### src/rtl/ctrl_pkg.sv
// Shared control definitions for the five-stage CPU: opcodes, the control
// bundle carried down the pipeline, and the bubble value.
package ctrl_pkg;

  localparam int CTRL_OP_W    = 6;
  localparam int CTRL_ALUOP_W = 3;
  localparam int CTRL_RA_W    = 5;

  localparam logic [CTRL_OP_W-1:0] OP_ADD  = 6'h00;
  localparam logic [CTRL_OP_W-1:0] OP_SUB  = 6'h01;
  localparam logic [CTRL_OP_W-1:0] OP_AND  = 6'h02;
  localparam logic [CTRL_OP_W-1:0] OP_XOR  = 6'h03;
  localparam logic [CTRL_OP_W-1:0] OP_COM  = 6'h04;
  localparam logic [CTRL_OP_W-1:0] OP_MUL  = 6'h05;
  localparam logic [CTRL_OP_W-1:0] OP_ADDI = 6'h08;
  localparam logic [CTRL_OP_W-1:0] OP_LW   = 6'h18;
  localparam logic [CTRL_OP_W-1:0] OP_SW   = 6'h28;
  localparam logic [CTRL_OP_W-1:0] OP_BEQ  = 6'h31;

  typedef struct packed {
    logic                    wen;
    logic                    alusrc;
    logic                    memrd;
    logic                    memwr;
    logic                    illegal;
    logic [CTRL_ALUOP_W-1:0] aluop;
    logic [CTRL_RA_W-1:0]    rd;
  } ctrl_bundle_t;

  localparam ctrl_bundle_t CTRL_BUBBLE = '0;

endpackage

### src/rtl/ctrl_decode.sv
// Combinational opcode decoder: produces the control bundle for an ID-stage
// instruction and whether it reads rt as a source operand.
module ctrl_decode
  import ctrl_pkg::*;
#(
  parameter int ZERO_REG = 1
) (
  input  logic [CTRL_OP_W-1:0] opcode_i,
  input  logic [CTRL_RA_W-1:0] rt_i,
  input  logic [CTRL_RA_W-1:0] rd_i,
  output ctrl_bundle_t         ctrl_o,
  output logic                 uses_rt_o
);

  always_comb begin
    ctrl_o       = CTRL_BUBBLE;
    uses_rt_o    = 1'b0;
    ctrl_o.aluop = opcode_i[CTRL_ALUOP_W-1:0];
    case (opcode_i)
      OP_ADD, OP_SUB, OP_AND, OP_XOR, OP_COM, OP_MUL: begin
        ctrl_o.wen = 1'b1;
        ctrl_o.rd  = rd_i;
        uses_rt_o  = 1'b1;
      end
      OP_ADDI: begin
        ctrl_o.wen    = 1'b1;
        ctrl_o.alusrc = 1'b1;
        ctrl_o.rd     = rt_i;
      end
      OP_LW: begin
        ctrl_o.wen    = 1'b1;
        ctrl_o.alusrc = 1'b1;
        ctrl_o.memrd  = 1'b1;
        ctrl_o.rd     = rt_i;
      end
      OP_SW: begin
        ctrl_o.alusrc = 1'b1;
        ctrl_o.memwr  = 1'b1;
        uses_rt_o     = 1'b1;
      end
      OP_BEQ: begin
        uses_rt_o = 1'b1;
      end
      default: begin
        ctrl_o.illegal = 1'b1;
      end
    endcase
    // Register 0 is hardwired; never let a write to it reach WB.
    if ((ZERO_REG != 0) && (ctrl_o.rd == '0)) begin
      ctrl_o.wen = 1'b0;
    end
  end

endmodule

### src/rtl/ctrl_pipe.sv
// Pipelined control unit: decode, ID/EX, EX/MEM and MEM/WB control registers,
// load-use hazard detection with a one-cycle stall, and a stall counter.
module ctrl_pipe
  import ctrl_pkg::*;
#(
  parameter int OP_W     = 6,
  parameter int ALUOP_W  = 3,
  parameter int RA_W     = 5,
  parameter int CNT_W    = 16,
  parameter int ZERO_REG = 1
) (
  input  logic               clk,
  input  logic               rst_n,
  input  logic               id_valid_i,
  input  logic [OP_W-1:0]    id_opcode_i,
  input  logic [RA_W-1:0]    id_rs_i,
  input  logic [RA_W-1:0]    id_rt_i,
  input  logic [RA_W-1:0]    id_rd_i,
  input  logic               flush_i,
  output logic               stall_o,
  output logic               ex_valid_o,
  output logic               ex_wen_o,
  output logic               ex_alusrc_o,
  output logic               ex_memrd_o,
  output logic               ex_memwr_o,
  output logic               ex_illegal_o,
  output logic [ALUOP_W-1:0] ex_aluop_o,
  output logic [RA_W-1:0]    ex_rd_o,
  output logic               mem_wen_o,
  output logic               mem_memrd_o,
  output logic               mem_memwr_o,
  output logic [RA_W-1:0]    mem_rd_o,
  output logic               wb_wen_o,
  output logic [RA_W-1:0]    wb_rd_o,
  output logic [CNT_W-1:0]   stall_cnt_o
);

  ctrl_bundle_t id_ctrl;
  logic         id_uses_rt;
  logic         hazard;
  logic         load_id;

  ctrl_bundle_t ex_d, ex_q;
  logic         ex_valid_d, ex_valid_q;
  ctrl_bundle_t mem_q;
  ctrl_bundle_t wb_q;
  logic [CNT_W-1:0] cnt_d, cnt_q;

  ctrl_decode #(
    .ZERO_REG (ZERO_REG)
  ) u_decode (
    .opcode_i  (id_opcode_i),
    .rt_i      (id_rt_i),
    .rd_i      (id_rd_i),
    .ctrl_o    (id_ctrl),
    .uses_rt_o (id_uses_rt)
  );

  // A load in EX whose result the ID instruction reads cannot be forwarded in time.
  always_comb begin
    hazard = ex_valid_q && ex_q.memrd && (ex_q.rd != '0) &&
             ((ex_q.rd == id_rs_i) || (id_uses_rt && (ex_q.rd == id_rt_i)));
    stall_o = id_valid_i && hazard && !flush_i;
    load_id = id_valid_i && !stall_o && !flush_i;
  end

  always_comb begin
    ex_d       = CTRL_BUBBLE;
    ex_valid_d = 1'b0;
    if (load_id) begin
      ex_d       = id_ctrl;
      ex_valid_d = 1'b1;
    end
    cnt_d = cnt_q;
    if (stall_o && (cnt_q != '1)) begin
      cnt_d = cnt_q + 1'b1;
    end
  end

  always_ff @(posedge clk or negedge rst_n) begin
    if (!rst_n) begin
      ex_q       <= CTRL_BUBBLE;
      ex_valid_q <= 1'b0;
      mem_q      <= CTRL_BUBBLE;
      wb_q       <= CTRL_BUBBLE;
      cnt_q      <= '0;
    end else begin
      ex_q       <= ex_d;
      ex_valid_q <= ex_valid_d;
      mem_q      <= ex_q;
      wb_q       <= mem_q;
      cnt_q      <= cnt_d;
    end
  end

  assign ex_valid_o   = ex_valid_q;
  assign ex_wen_o     = ex_q.wen;
  assign ex_alusrc_o  = ex_q.alusrc;
  assign ex_memrd_o   = ex_q.memrd;
  assign ex_memwr_o   = ex_q.memwr;
  assign ex_illegal_o = ex_q.illegal;
  assign ex_aluop_o   = ex_q.aluop;
  assign ex_rd_o      = ex_q.rd;
  assign mem_wen_o    = mem_q.wen;
  assign mem_memrd_o  = mem_q.memrd;
  assign mem_memwr_o  = mem_q.memwr;
  assign mem_rd_o     = mem_q.rd;
  assign wb_wen_o     = wb_q.wen;
  assign wb_rd_o      = wb_q.rd;
  assign stall_cnt_o  = cnt_q;

endmodule

### config.mk
export PLATFORM = sky130hd
export DESIGN_NAME = ctrl_pipe
export DESIGN_NICKNAME = d
export VERILOG_FILES = /design/src/rtl/ctrl_pkg.sv /design/src/rtl/ctrl_decode.sv /design/src/rtl/ctrl_pipe.sv
export SDC_FILE = /design/constraint.sdc
export NUM_CORES = 1
export LEC_CHECK = 0
export CORE_ASPECT_RATIO = 1.5
export CORE_UTILIZATION = 45
export DETAILED_ROUTE_END_ITERATION = 10
export PLACE_DENSITY = 0.77
export RECOVER_POWER = 50
export SLEW_MARGIN = 20
export SYNTH_ARGS = -nofsm -noshare
export SYNTH_HDL_FRONTEND = slang
export SYNTH_SLANG_ARGS = --single-unit
export TNS_END_PERCENT = 20
### constraint.sdc
create_clock -name clk -period 3.8 [get_ports clk]
set_input_delay 0.95 -clock clk [delete_from_list [all_inputs] [get_ports clk]]
set_output_delay 0.95 -clock clk [all_outputs]
set_load 0.1 [all_outputs]
==> results of run 1 <==
## final cells by class
| class | count | area [µm²] |
|---|---|---|
| Clock buffer | 6 | 72.6 |
| Clock inverter | 2 | 35.0 |
| Fill cell | 310 | 1310 |
| Inverter | 6 | 22.5 |
| Multi-Input combinational cell | 115 | 880 |
| Sequential cell | 44 | 1100 |
| Tap cell | 46 | 57.6 |
| Timing Repair Buffer | 81 | 766 |
## cell families after synthesis
family                     synth area share
AOI/OAI and AO/OA                     0.167
xor gates and xnor gates              0.105
adders and majority gates           0.00625
buffers and inverters                0.0237
DFF                                   0.550
muxes                                0.0112
and+or+nand+nor                       0.137
## synth_stat cells, types with 2 or more instances
cell       instances  share of area
a2111oi_2          2          0.015
nand2_1           11          0.021
or4_1              3          0.011
a22oi_1            5          0.019
nor3_1             5          0.012
nor2_1            14          0.026
a21oi_1            3         0.0075
mux2_1             2          0.011
xnor2_1            6          0.026
xor2_1            18          0.079
a21o_1             2         0.0075
o21ai_0            2         0.0050
buf_2              2         0.0050
nand3_1            6          0.015
a211oi_1           3          0.011
nand4_1            4          0.012
nor2b_1            2         0.0062
inv_1              5         0.0094
or2_2              2         0.0062
dfrtp_1           44           0.55
a211oi_2           9          0.056
## per-stage QoR
stage	setup WS (ps)	power, mW	setup TNS (ps)	cell area [µm²]	hold WS [ps]
after detailed placement	-202	0.644	-202	2840	363
final	49.9	0.981	0	2930	374
after global routing	5.61	1.01	0	2930	388
after global placement	-193	0.642	-193	2840	359
after floorplan	-142	0.574	-142	2030	654
after CTS	16.7	0.989	0	2950	374
## worst min path at each step
| stage | from | to | slack [ps] | cells after the start |
|---|---|---|---|---|
| finish | mem_rd_o[1] | wb_rd_o[1] | 370 | 0 |
| global route | mem_rd_o[1] | wb_rd_o[1] | 390 | 0 |
| CTS | mem_rd_o[1] | wb_rd_o[1] | 370 | 0 |
| detailed placement | mem_rd_o[2] | wb_rd_o[2] | 360 | 0 |
| global placement | mem_rd_o[2] | wb_rd_o[2] | 360 | 0 |
| floorplan | rst_n | ex_aluop_o[0] | 650 | 0 |
## power breakdown
part	switching, mW	total (mW)	leakage [nW]	internal [mW]
sequential	0.00415	0.480	0.606	0.476
clock	0.155	0.350	0.0552	0.195
combinational	0.101	0.151	0.629	0.0498
total	0.260	0.981	1.29	0.721
## state kept, by name (all words and copies together), names as in the netlist, 3 cells and up
name         count
ex_aluop_o       3
wb_rd_o          5
mem_rd_o         5
ex_rd_o          5
stall_cnt_o     16
## per-layer routing
layer,GRT usage,part of all wire,vias to the layer above
li1,-,-,772
met1,0.243,0.41,788
met2,0.340,0.53,49
met3,0.0589,0.054,4
met4,0.0599,0.0088,0
met5,0,0,-
## placed cells by master (no fill, tap or decap), types with 3 or more instances in the layout
cell and n:
clkbuf_1 4, dfrtp_1 44, clkdlybuf4s50_1 55, dlygate4sd3_1 6, a22oi_1 5, xor2_1 18, nand4_1 4, nor2_1 14
a211oi_2 9, nand2_1 11, inv_1 5, a211oi_1 3, buf_4 12, nor3_1 5, nand3_1 6, clkbuf_8 5
or4_1 3, xnor2_1 6
## worst reg2reg max path, stage by stage (launching register included)
cell and delay (ps):
dfrtp_1 450, or4_1 560, o2111ai_1 330, buf_4 220, a21o_1 460, a21o_1 180
mux2_1 320
## timing repair
item                                    4_1_cts  5_1_grt
cloned                                        0        0
pin swaps                                     4        4
gates resized for setup                       5        3
endpoints found under the setup margin        1        1
==> run metrics, run 1 <==
status finished with violations; failing checks capacitance limit, slew limit; Final GP Congestion 0.743; crit path max fanout 2; root buf cell clkbuf_8; CP max stage delay 520 ps; All-Layer GR Usage 0.200; share of cells above drive strength 1 0.161; Initial Util 0.472; Slew @ Worst Pin 2300 ps; Max clock buf depth 2; CTS tree built; Congestion Overflow GR 0; core area 0.00425 mm²; post-synthesis cell count 169; FF-to-FF setup slack 1180 ps; worst path cell trace clkdlybuf4s15_1, or4b_4, or3b_4, a211o_4, a21oi_4, buf_12; first-pass GRT wire length 7400 µm; post-DR vias/cell 5.38; non-filler cells, final 300; P_leak 1.29 nW; Critical Path Start id_opcode_i[1]; RSZ-0062 raised after global routing no; P per Cell Area 334 mW/mm²; ys async rst share 1.00; Tmin final 3750 ps; Pre-antenna DRT Iters 4; Clock Pin Slew Worst Setup and Hold Paths 80 ps; H-Tree Level Count 2; FF-to-FF path depth 6; mean post-synth cell area 11.9 µm²; f_max 267 MHz; syn_nets 195; I/O Buffers 69; Placed Cells 292; # DRC 0; Critical Path AT 2800 ps; synthesized cell area 0.00200 mm²; Post-CTS Hold Fix Bufs 0; nets 279; Post-synth top flop dfrtp_1; worst clock skew 6.80 ps; detailed placer's ending HPWL 3250 µm; n_diodes 0; max-slew violation count 45; Critical Path Sink stall_o; Worst EP required 2850 ps; number of global-route vias before repair 1573; crit start category input pin; Reg2Reg Launch Point ex_rd_o[1]; number of flops mapped to enable cells by yosys 0; Seq/Total Area, Yosys 0.550; routed wire length per instance 14.7 µm; Inserted Clock Buffers 5; initial DRC count 39; Maximum Capacitance Violations 1; Die X-Extent 56.5 µm; final hold vios 0; reg2reg end stall_cnt_o[1]; total setup buffers inserted after CTS 0; Stages on worst setup path 6; Max transition margin -0.536; final setup vio count 0; row count 29; # IOs 70; cell family with most CP delay simple AND/OR/NAND/NOR gates; initial antenna violation count 0; Ys Warns 0; Hold/Removal Path Class reg -> reg; Critical Path End Type output pin; crit path max-delay cell type or4b_4; Layout Utilization 0.691; count of cell types in the netlist 40; Yosys reg bits 44; Final ANT Viol Nets 0; period utilization 0.987; pin count of the biggest net entering global routing 45; number of sinks on the clock net 44; later-pin clock latency in the skew report 290 ps; area of the die 0.00473 mm²; Max VDD drop 0.000303 V; Layout area overhead 46.5%; classification of the worst setup path in -> out; total number of vias 1613; WP buf/inv 2; Die Y 83.7 µm; Total Wirelength 4410 µm
Note: power is estimated with default switching activity, not from simulation.
==> inputs of run 2 (changes only) <==
--- a/config.mk
+++ b/config.mk
@@ -10,6 +10,7 @@
 export DETAILED_ROUTE_END_ITERATION = 10
 export PLACE_DENSITY = 0.77
 export RECOVER_POWER = 50
+export REMOVE_ABC_BUFFERS = 1
 export SLEW_MARGIN = 20
 export SYNTH_ARGS = -nofsm -noshare
 export SYNTH_HDL_FRONTEND = slang
==> run 2 against run 1 <==
Cell area fell by 0.43%. Largest cell class unchanged. Cell count did not move. Sequential power barely moved. Core utilization fell by 0.29 points. Flip-flop and latch count did not move. Register-to-register slack got worse by 40 ps. The flow still finishes with violations (capacitance limit, slew limit). Combinational power barely moved. Via count rose by 1.6%. First-iteration DRC count rose by 28%. Non-clock buffer count did not move. Highest routed layer unchanged.
==> run metrics, run 2 (synthesized netlist as in run 1, its figures left out) <==
Pre-antenna DRT Iters 4; Max transition margin -0.512; number of global-route vias before repair 1700; n_diodes 0; share of cells above drive strength 1 0.161; Critical Path End Type output pin; period utilization 0.991; Tmin final 3770 ps; Finished Cell Area 0.00292 mm²; post-route setup TNS 0 ps; initial antenna violation count 0; pin count of the biggest net entering global routing 45; post-DR vias/cell 5.46; P_leak 1.29 nW; crit start category input pin; final worst slack 33.4 ps; Inserted Clock Buffers 5; All-Layer GR Usage 0.209; max-slew violation count 45; later-pin clock latency in the skew report 290 ps; first-pass GRT wire length 7820 µm; total setup buffers inserted after CTS 0; Hold/Removal Path Class reg -> reg; classification of the worst setup path in -> out; routed wire length per instance 15.1 µm; f_max 265 MHz; final setup vio count 0; Total Wirelength 4520 µm; Congestion Overflow GR 0; CTS tree built; most frequent cells in the layout clkdlybuf4s50_1 (55), dfrtp_1 (44), xor2_1 (18); final hold vios 0; Critical Path AT 2820 ps; non-filler cells, final 300; I/O Buffers 69; Max clock buf depth 2; Initial Util 0.472; Worst EP required 2850 ps; # IOs 70; Post-CTS Hold Fix Bufs 0; Placed Cells 292; overall power 0.931 mW; crit path max fanout 2; Slew @ Worst Pin 2270 ps; Layout area overhead 45.8%; area of the die 0.00473 mm²; H-Tree Level Count 2; Max VDD drop 0.000270 V; core area 0.00425 mm²; WHS 376 ps; initial DRC count 50; P per Cell Area 319 mW/mm²; total number of vias 1639; Setup WS pre-CTS -246 ps; row count 29; Final GP Congestion 0.840; Clock Pin Slew Worst Setup and Hold Paths 80 ps; nets 279; RSZ-0062 raised after global routing no; most common cell after layout, fill and taps aside clkdlybuf4s50_1; failing checks capacitance limit, slew limit; Layout Utilization 0.688; status finished with violations; root buf cell clkbuf_8; Die Y 83.7 µm; worst clock skew 8.88 ps; # DRC 0; Final ANT Viol Nets 0; Maximum Capacitance Violations 1; Die X-Extent 56.5 µm; Cell Area, Placed 0.00282 mm²; detailed placer's ending HPWL 3410 µm; number of flip-flops under the largest register name 16; number of sinks on the clock net 44
==> run 2: path summary, 6_finish.rpt <==
kind / startpoint / endpoint / slack (ps) / cells after the start
min in group asynchronous: rst_n / wb_rd_o[4] / 1320 / 1
max in group asynchronous: rst_n / stall_cnt_o[1] / 1180 / 1
worst max register to register: ex_rd_o[1] / stall_cnt_o[1] / 1140 / 6
worst min register to register: mem_rd_o[1] / wb_rd_o[1] / 380 / 0
worst min-delay path: mem_rd_o[1] / wb_rd_o[1] / 380 / 0
worst max-delay path: id_opcode_i[1] / stall_o / 30 / 6
==> run 2: worst max-delay path, cell delays in order <==
cell and delay (ps):
dlygate4sd2_1 240, or4b_4 520, or3b_4 400, a211o_4 360
a21oi_4 150, buf_12 190
==> run 2: metal layers <==
layer  track usage  routed length, µm  up-vias
li1              -                  -      770
met1         0.236               1780      816
met2         0.381               2470       45
met3        0.0465                187        8
met4        0.0687                 82        0
met5             0                  0        -
==> run 2: layout make-up <==
class | count | area [µm²]
inverter | 6 | 22.5
multi-input combinational | 115 | 880
tap | 46 | 57.6
sequential | 44 | 1100
timing repair buffer | 81 | 768
clock inverter | 2 | 10.0
fill | 332 | 1320
clock buffer | 6 | 82.6
==> run 2: where the power goes <==
group	internal, mW	switching (mW)	total [mW]
combinational	0.0493	0.102	0.151
clock	0.145	0.154	0.299
sequential	0.476	0.00456	0.480
total	0.670	0.261	0.931
==> run 2: timing repair <==
item                       in CTS  in global routing
pin swaps                       4                  1
setup endpoints to repair       1                  1
resized for setup               8                  2
gates cloned                    0                  0
==> inputs of run 3 (changes only) <==
--- a/config.mk
+++ b/config.mk
@@ -8,6 +8,7 @@
 export CORE_ASPECT_RATIO = 1.5
 export CORE_UTILIZATION = 45
 export DETAILED_ROUTE_END_ITERATION = 10
+export GPL_ROUTABILITY_DRIVEN = 1
 export PLACE_DENSITY = 0.77
 export RECOVER_POWER = 50
 export REMOVE_ABC_BUFFERS = 1
==> results of run 3 <==
No change in the layout: final DEF, timing and power equal those of run 2.
